File: src/rtl/pipe_pkg.sv
// Shared types and constants for elastic pipeline-stage registers.
// Latency: n/a (declarations only).
// Backpressure: n/a.
package pipe_pkg;

  // Occupancy of a skid stage: nothing held, one entry in main, or main plus skid.
  typedef enum logic [1:0] {
    ST_EMPTY = 2'd0,
    ST_FULL  = 2'd1,
    ST_SKID  = 2'd2
  } pipe_state_e;

  // All-zero word used as the bubble for IF/ID instances.
  localparam logic [31:0] NOP_INSTR = 32'h0000_0000;

endpackage

File: src/rtl/pipe_sat_cnt.sv
// Saturating up-counter with synchronous clear; sticks at all-ones.
// Latency: count visible the cycle after the increment request.
// Backpressure: none; inc is sampled every cycle.
module pipe_sat_cnt #(
  parameter int W = 16
) (
  input  logic         clk,
  input  logic         clr,
  input  logic         inc,
  output logic [W-1:0] cnt
);

  logic [W-1:0] cnt_q;
  logic [W-1:0] cnt_d;

  // Next count: add one unless already at all-ones.
  always_comb begin
    cnt_d = cnt_q;
    if (inc && (cnt_q != {W{1'b1}})) begin
      cnt_d = cnt_q + W'(1);
    end
  end

  // Counter register with synchronous clear.
  always_ff @(posedge clk) begin
    if (clr) begin
      cnt_q <= '0;
    end else begin
      cnt_q <= cnt_d;
    end
  end

  assign cnt = cnt_q;

endmodule

File: src/rtl/pipe_stage_skid_reg.sv
// Elastic valid/ready pipeline register with a 2-entry skid buffer and flush-to-bubble.
// Latency: 1 cycle in->out, 1 word/cycle sustained.
// Backpressure: in_ready comes only from the state register (low in SKID); no comb path from out_ready.
// Optional: define PIPE_STAGE_STALL_CNT_EN to add the stall_cnt output and its saturating counter.
module pipe_stage_skid_reg
  import pipe_pkg::*;
#(
  parameter int                 DATA_W     = 64,
  parameter logic [DATA_W-1:0]  BUBBLE_VAL = '0,
  parameter int                 CNT_W      = 16
) (
  input  logic              clk,
  input  logic              reset,
  input  logic              flush,
  input  logic              in_valid,
  output logic              in_ready,
  input  logic [DATA_W-1:0] in_data,
  output logic              out_valid,
  input  logic              out_ready,
  output logic [DATA_W-1:0] out_data
`ifdef PIPE_STAGE_STALL_CNT_EN
  ,
  output logic [CNT_W-1:0]  stall_cnt
`endif
);

  pipe_state_e       state_q;
  pipe_state_e       state_d;
  logic [DATA_W-1:0] main_q;
  logic [DATA_W-1:0] main_d;
  logic [DATA_W-1:0] skid_q;
  logic [DATA_W-1:0] skid_d;
  logic              in_fire;
  logic              out_fire;

  // Handshake outputs decode straight from the state register.
  assign in_ready  = (state_q != ST_SKID);
  assign out_valid = (state_q != ST_EMPTY);
  assign out_data  = main_q;
  assign in_fire   = in_valid & in_ready;
  assign out_fire  = out_valid & out_ready;

  // Next-state and datapath: main always holds the oldest entry, skid the younger one.
  always_comb begin
    state_d = state_q;
    main_d  = main_q;
    skid_d  = skid_q;
    case (state_q)
      ST_EMPTY: begin
        if (in_fire) begin
          state_d = ST_FULL;
          main_d  = in_data;
        end
      end
      ST_FULL: begin
        if (in_fire && out_fire) begin
          main_d = in_data;
        end else if (in_fire) begin
          state_d = ST_SKID;
          skid_d  = in_data;
        end else if (out_fire) begin
          state_d = ST_EMPTY;
          main_d  = BUBBLE_VAL;
        end
      end
      ST_SKID: begin
        // in_ready is low here, so only a drain can happen.
        if (out_fire) begin
          state_d = ST_FULL;
          main_d  = skid_q;
          skid_d  = BUBBLE_VAL;
        end
      end
      default: begin
        // Unused encoding recovers by behaving as an empty stage.
        if (in_fire) begin
          state_d = ST_FULL;
          main_d  = in_data;
        end else begin
          state_d = ST_EMPTY;
          main_d  = BUBBLE_VAL;
        end
        skid_d = BUBBLE_VAL;
      end
    endcase
    // Flush kills both held entries and any word offered this cycle.
    if (flush) begin
      state_d = ST_EMPTY;
      main_d  = BUBBLE_VAL;
      skid_d  = BUBBLE_VAL;
    end
  end

  // State and payload registers with synchronous reset to an empty, bubbled stage.
  always_ff @(posedge clk) begin
    if (reset) begin
      state_q <= ST_EMPTY;
      main_q  <= BUBBLE_VAL;
      skid_q  <= BUBBLE_VAL;
    end else begin
      state_q <= state_d;
      main_q  <= main_d;
      skid_q  <= skid_d;
    end
  end

`ifdef PIPE_STAGE_STALL_CNT_EN
  // Counts cycles where a live output is held back by downstream; only reset clears it.
  pipe_sat_cnt #(
    .W (CNT_W)
  ) u_stall_cnt (
    .clk (clk),
    .clr (reset),
    .inc (out_valid & ~out_ready),
    .cnt (stall_cnt)
  );
`endif

endmodule

File: config.mk
export PLATFORM = sky130hd
export DESIGN_NAME = pipe_stage_skid_reg
export DESIGN_NICKNAME = d
export VERILOG_FILES = /design/src/rtl/pipe_pkg.sv /design/src/rtl/pipe_sat_cnt.sv /design/src/rtl/pipe_stage_skid_reg.sv
export SDC_FILE = /design/constraint.sdc
export NUM_CORES = 1
export LEC_CHECK = 0
export ABC_AREA = 1
export BUFFER_PORTS_ARGS = -buffer_cell sky130_fd_sc_hd__buf_2
export CAP_MARGIN = 20
export CORE_MARGIN = 2
export CORE_UTILIZATION = 45
export CTS_BUF_LIST = sky130_fd_sc_hd__clkbuf_4
export DETAILED_ROUTE_END_ITERATION = 8
export GPL_TIMING_DRIVEN = 0
export HOLD_SLACK_MARGIN = 0.05
export PLACE_DENSITY = 0.65
export SLEW_MARGIN = 40
export SYNTH_ARGS = -nofsm -noshare
export SYNTH_HDL_FRONTEND = slang
export SYNTH_HIERARCHICAL = 1
export SYNTH_SLANG_ARGS = --single-unit
File: constraint.sdc
create_clock -name clk -period 1.95 [get_ports clk]
set_input_delay 0.195 -clock clk [delete_from_list [all_inputs] [get_ports clk]]
set_output_delay 0.195 -clock clk [all_outputs]
set_load 0.01 [all_outputs]
==> flow_summary_export.csv, run 1 <==
group,metric,value,unit
critical_path,critPathMaxFanout,19,
synthesis,synth_compound_area_share,4.30,%
placement,place_congestion,0.823,
global_route,grt-busiest-layer,"met2",
power_and_ir_drop,switchingPower,1.84,mW
outcome,status,"finished, final reports clean",
critical_path,critical_path.endpoint_type,"output pin",
timing,worst_pin_slew,0.574,ns
global_route,gr-total-overflow,0,
synthesis,synth_xor_area_share,0,%
global_route,grtUsageMet3,4.41,%
synthesis,synthDistinctLibCells,18,
synthesis,post-synth-top-area-fraction,32.8,%
clock_tree,cts_buffer_depth,2,
floorplanning,die_width,137,um
clock_tree,cts_setup_buffers,0,
global_route,grt_max_degree,20,
routing,drtPass1Iterations,5,
placement,hpwl,16.3,mm
synthesis,ys_ff_latch,130,
floorplanning,coreArea,17200,um2
synthesis,yosysMostFrequentCell,"nand2_1",
synthesis,synth-adder-area-share,0,%
synthesis,synth_edf_count,0,
finish,design_area,9830,um2
routing,finalWirelength,23.5,mm
global_route,grt_antenna_before_repair,1,
critical_path,path_class,"flip-flop to output pin",
finish,nNetsFinal,1688,
synthesis,yosysSeqAreaShare,32.8,%
timing,setup_viol,0,
routing,first_iter_violations,692,
finish,areaGrowthSynthToFinish,24.1,%
routing,drc,0,
timing,fin_tns_setup,0,ns
clock_tree,root_buffer,"clkbuf_4",
global_route,grt_pass1_vias,7832,
synthesis,yosysTopAreaCell,"dfxtp_1",
power_and_ir_drop,swShare,28.9,%
synthesis,synth_warnings,6,
synthesis,synth.avg_cell_area,5.63,um2
power_and_ir_drop,p_leak,5.19,nW
synthesis,synthTopCellsByArea,"dfxtp_1, nand2_1, nor2_1",
synthesis,async_reset_ff_share,0,%
placement,port_buffers,134,
synthesis,syn-cell-area,7920,um2
timing,hold_viol,0,
global_route,gr-usage-all-layers,25.6,%
critical_path,worstPathArrival,1.63,ns
timing,rsz0062_at_grt,"false",
job,cap_violations,0,
power_and_ir_drop,p_int,4.52,mW
power_and_ir_drop,power_frac_comb,19.4,%
power_and_ir_drop,clkPwrFrac,36.4,%
floorplanning,num_rows,48,
clock_tree,clk_pin_slew,0.11,ns
floorplanning,start_util,46.0,%
power_and_ir_drop,seqPwrFrac,44.2,%
timing,slew_headroom,61.7,%
floorplanning,die_y,137,um
timing,slew_viol_final,0,
clock_tree,tritoncts,"yes",
routing,ant_nets,0,
routing,wl_per_cell,12.6,um
synthesis,synth_top_family_by_area,"simple AND/OR/NAND/NOR gates",
synthesis,synthFlopType,"dfxtp_1",
routing,dr_total_vias,8753,
synthesis,synth_nets,1476,
power_and_ir_drop,power_density,647,nW/um2
finish,drive_above_1_share,14.6,%
synthesis,synth.top_cells.by_count,"nand2_1, nor2_1, inv_1, dfxtp_1, nand3_1",
timing,fmax,549,MHz
synthesis,post_synth_inst_count,1407,
critical_path,start_kind,"flip-flop",
floorplanning,dieArea,18700,um2
clock_tree,h-tree-depth,4,
power_and_ir_drop,power,6.36,mW
global_route,use_met1,35.9,%
clock_tree,cts.sinks,130,
critical_path,cp_data_required_time,1.75,ns
clock_tree,numCtsBuffers,17,
timing,clock_skew,0.0173,ns
synthesis,synth.area.mux_share,0,%
timing,finalCriticalPeriod,1.82,ns
timing,finalCritPeriodShare,93.4,%
placement,placed_area,8870,um2
finish,finish.utilization,57.1,%
synthesis,synthSimpleGateAreaFrac,47.4,%
clock_tree,clk_latency,0.57,ns
min_path,hp-class,"primary input to flip-flop",
routing,avgViaCountPerCell,4.71,
power_and_ir_drop,vdd_drop_max,351,uV
floorplanning,ioPinCount,135,
global_route,grt_pass1_wl,38.1,mm
global_route,grtUsageMet2,39.6,%
-- layout make-up --
| cell class | count | area, um2 |
|---|---|---|
| Clock buffer | 19 | 143 |
| Inverter | 197 | 739 |
| Tap cell | 225 | 282 |
| Buffer | 101 | 487 |
| Antenna cell | 1 | 2.50 |
| Clock inverter | 13 | 214 |
| Sequential cell | 130 | 2600 |
| Timing Repair Buffer | 194 | 1270 |
| Fill cell | 1852 | 7400 |
| Multi-Input combinational cell | 978 | 4090 |
-- repair_timing --
| action | 4_1_cts | 5_1_grt |
|---|---|---|
| hold buffers | 60 | 0 |
| cloned | 0 | 0 |
| resized for setup | 1 | 2 |
| setup endpoints to repair | 1 | 1 |
| hold endpoints to repair | 94 | 0 |
-- state kept, by name, indices dropped and copies added (netlist names) --
register	cells
skid_q	64
out_data	64
state_q	2
-- cell usage in the layout, fill, tap and decap left out --
cell,n
nand3_2,1
o21ai_0,65
clkinv_2,2
clkinv_1,4
diode_2,1
clkinv_4,1
dfxtp_1,130
nand2_1,391
nand3_1,128
nor2_2,1
nand4_1,64
nor2_1,322
buf_4,8
dlygate4sd3_1,60
nand2_2,2
clkbuf_4,19
nor3b_1,1
o21ai_1,1
a21oi_1,2
clkbuf_1,23
inv_2,3
bufinv_16,6
buf_2,195
clkbuf_2,1
inv_1,194
buf_1,8
-- power by group through the flow --
| stage | Sequential (mW) | Combinational (mW) | Clock [mW] |
|---|---|---|---|
| 6_report | 2.81 | 1.24 | 2.32 |
| 5_1_grt | 2.82 | 1.41 | 2.47 |
| 4_1_cts | 2.81 | 1.23 | 2.35 |
| 3_5_place_dp | 2.87 | 1.13 | 0 |
| 3_3_place_gp | 2.87 | 1.12 | 0 |
| 2_1_floorplan | 2.90 | 0.721 | 0 |
-- kinds of logic after synthesis --
group / count (synthesis)
AOI/OAI and AO/OA: 68
DFF: 130
and+or+nand+nor: 910
buffers and inverters: 299
-- critical path, cell delays in order, from the launching register on --
cell and delay, ns:
dfxtp_1 0.32, buf_2 0.17, buf_4 0.30, nand2_1 0.11
buf_2 0.15
-- metrics by stage --
step	hold slack (ns)	cells	setup WS, ns
finish	0.0722	1858	0.128
global route	0.0652	1858	0.0588
CTS	0.0533	1857	0.000379
detailed placement	0.472	1766	0.240
global placement	0.463	1766	0.245
floorplan	0.456	1407	0.625
-- path summary, 6_finish.rpt --
kind | startpoint | end | slack [ns] | cells past startpoint
min | in_data[63] | skid_q[63]$_SDFFE_PP0P_ | 0.07 | 5
max | state_q[1]$_SDFFE_PP0P_ | in_ready | 0.13 | 4
min reg2reg | skid_q[9]$_SDFFE_PP0P_ | skid_q[9]$_SDFFE_PP0P_ | 0.49 | 2
max reg2reg | state_q[1]$_SDFFE_PP0P_ | out_data[32]$_SDFFE_PP0P_ | 0.23 | 9
-- metal layers --
metal | wire length [um] | vias to the layer above
li1 | - | 4712
met1 | 11500 | 3789
met2 | 10400 | 215
met3 | 1070 | 37
met4 | 482 | 0
met5 | 0 | -
Power figures use the tool's default switching activity.
==> inputs of run 2 (changes only) <==
Settings changed: CTS_BUF_LIST sky130_fd_sc_hd__clkbuf_4 to sky130_fd_sc_hd__clkbuf_8.
==> flow_summary_export.csv, run 2 (synthesized netlist as in run 1, its figures left out) <==
group,metric,value,unit
outcome,status,"finished, final reports clean",
power_and_ir_drop,p_leak,5.00,nW
floorplanning,die_width,137,um
finish,diodes,0,
timing,slew_headroom,60.9,%
clock_tree,cts_buffer_depth,2,
clock_tree,h-tree-depth,4,
timing,finalCriticalPeriod,1.85,ns
power_and_ir_drop,vdd_drop_max,453,uV
finish,final_cell_mix,"nand2_1, nor2_1, buf_2, inv_1, dfxtp_1",
routing,finalWirelength,22.8,mm
clock_tree,root_buffer,"clkbuf_8",
job,cap_violations,0,
critical_path,cp_data_required_time,1.75,ns
finish,nNetsFinal,1628,
timing,fin_tns_setup,0,ns
finish,areaGrowthSynthToFinish,18.2,%
power_and_ir_drop,clkPwrFrac,42.0,%
critical_path,cp_slowest_cell,"buf_2",
critical_path,worstPathCellList,"buf_2 > buf_2 > nand2_1 > buf_2",
finish,multiInputGateArea,4090,um2
timing,setup_viol,0,
power_and_ir_drop,switchingPower,1.88,mW
power_and_ir_drop,power_density,727,nW/um2
floorplanning,num_rows,48,
floorplanning,start_util,46.0,%
critical_path,path_class,"flip-flop to output pin",
global_route,grt_antenna_before_repair,0,
placement,port_buffers,134,
critical_path,critPathMaxFanout,19,
clock_tree,cts_setup_buffers,0,
routing,ant_nets,0,
clock_tree,clk_pin_slew,0.07,ns
timing,fmax,539,MHz
timing,slew_viol_final,0,
global_route,grt_pass1_vias,7547,
global_route,gr-total-overflow,0,
power_and_ir_drop,swShare,27.6,%
timing,clock_skew,0.00981,ns
clock_tree,cts.sinks,130,
finish,drive_above_1_share,15.3,%
finish,fill_cells,1883,
placement,place_congestion,0.823,
critical_path,start_kind,"flip-flop",
routing,avgViaCountPerCell,4.74,
routing,dr_total_vias,8514,
clock_tree,tritoncts,"yes",
min_path,hp-class,"primary input to flip-flop",
critical_path,critPathBufInv,3,
timing,hold_viol,0,
global_route,gr-usage-all-layers,25.0,%
clock_tree,numCtsBuffers,17,
placement,hpwl,16.3,mm
routing,drc,0,
routing,wl_per_cell,12.7,um
critical_path,worstPathArrival,1.66,ns
finish,mostFrequentLayoutCell,"nand2_1",
finish,regArea,2600,um2
global_route,grt_max_degree,20,
clock_tree,cts_resized,0,
floorplanning,ioPinCount,135,
critical_path,crit_path_max_incr_delay,0.42,ns
timing,finalCritPeriodShare,95.1,%
power_and_ir_drop,seqPwrFrac,41.2,%
timing,worst_pin_slew,0.586,ns
floorplanning,coreArea,17200,um2
routing,first_iter_violations,611,
critical_path,crit_top_cell,"buf_2",
timing,rsz0062_at_grt,"false",
timing,holdWs,0.142,ns
power_and_ir_drop,p_int,4.93,mW
critical_path,cp_top_family,"buffers and inverters",
global_route,grt_pass1_wl,37.1,mm
clock_tree,hold_buffers,0,
clock_tree,clk_latency,0.45,ns
floorplanning,die_y,137,um
routing,drtPass1Iterations,5,
floorplanning,dieArea,18700,um2
critical_path,critical_path.endpoint_type,"output pin",
power_and_ir_drop,power_frac_comb,16.7,%
[run 2: changes by cell type in the layout (fill, tap and decap cells not counted)]
cell,change
clkbuf_2,-1
clkbuf_8,+21
buf_2,+1
inv_1,+2
buf_4,-1
clkbuf_4,-19
dlygate4sd3_1,-60
diode_2,-1
clkbuf_1,+1
clkinv_1,-4
[run 2: through the flow]
step | util, % | worst slack (ns) | total power, mW | instances | area (um2)
after floorplan | - | 0.625 | 3.62 | 1407 | 7920
after global routing | 54.3 | 0.00824 | 7.16 | 1797 | 9370
final | 54.3 | 0.0955 | 6.81 | 1797 | 9370
after detailed placement | 51.5 | 0.240 | 4.00 | 1766 | 8870
after CTS | 54.3 | 0.109 | 6.85 | 1797 | 9370
after global placement | 51.5 | 0.245 | 3.99 | 1766 | 8870
[run 2: routing by layer]
layer	up-vias	wire length [um]	share of wire, %	global-route usage [%]
met5	-	0	0	0
li1	4581	-	-	-
met2	233	10100	44	38.2
met4	0	312	1.4	7.99
met3	24	1120	4.9	4.63
met1	3676	11300	50	35.4
[run 2: power by group through the flow]
stage	registers [mW]	clock network, mW	logic [mW]
2_1_floorplan	2.90	0	0.721
3_3_place_gp	2.87	0	1.12
3_5_place_dp	2.87	0	1.13
4_1_cts	2.81	2.91	1.14
5_1_grt	2.82	3.03	1.31
6_report	2.81	2.86	1.14
[run 2: path summary, 6_finish.rpt]
path,start,slack (ns),endpoint,cells past startpoint
setup reg to reg,state_q[1]$_SDFFE_PP0P_,0.18,out_data[8]$_SDFFE_PP0P_,7
hold reg to reg,skid_q[13]$_SDFFE_PP0P_,0.49,skid_q[13]$_SDFFE_PP0P_,2
hold / removal,in_data[5],0.14,out_data[5]$_SDFFE_PP0P_,7
setup / recovery,state_q[1]$_SDFFE_PP0P_,0.1,in_ready,4
[run 2: worst register-to-register path, cell delays in order, from the launching register on]
cell and delay (ns):
dfxtp_1 0.30, buf_2 0.16, buf_2 0.43, clkbuf_1 0.43, nand4_1 0.14, nand3_1 0.11
nor2_1 0.06, nor2_1 0.08
[run 2: final cells by class]
type / count / area share (%)
plain buffers: 101 / 5.16
clock buffers: 21 / 3.09
clock inverters: 11 / 2.20
inverters: 197 / 7.89
multi-input cells: 978 / 43.7
flip-flops and latches: 130 / 27.8
well taps: 225 / 3.01
repair buffers: 134 / 7.16
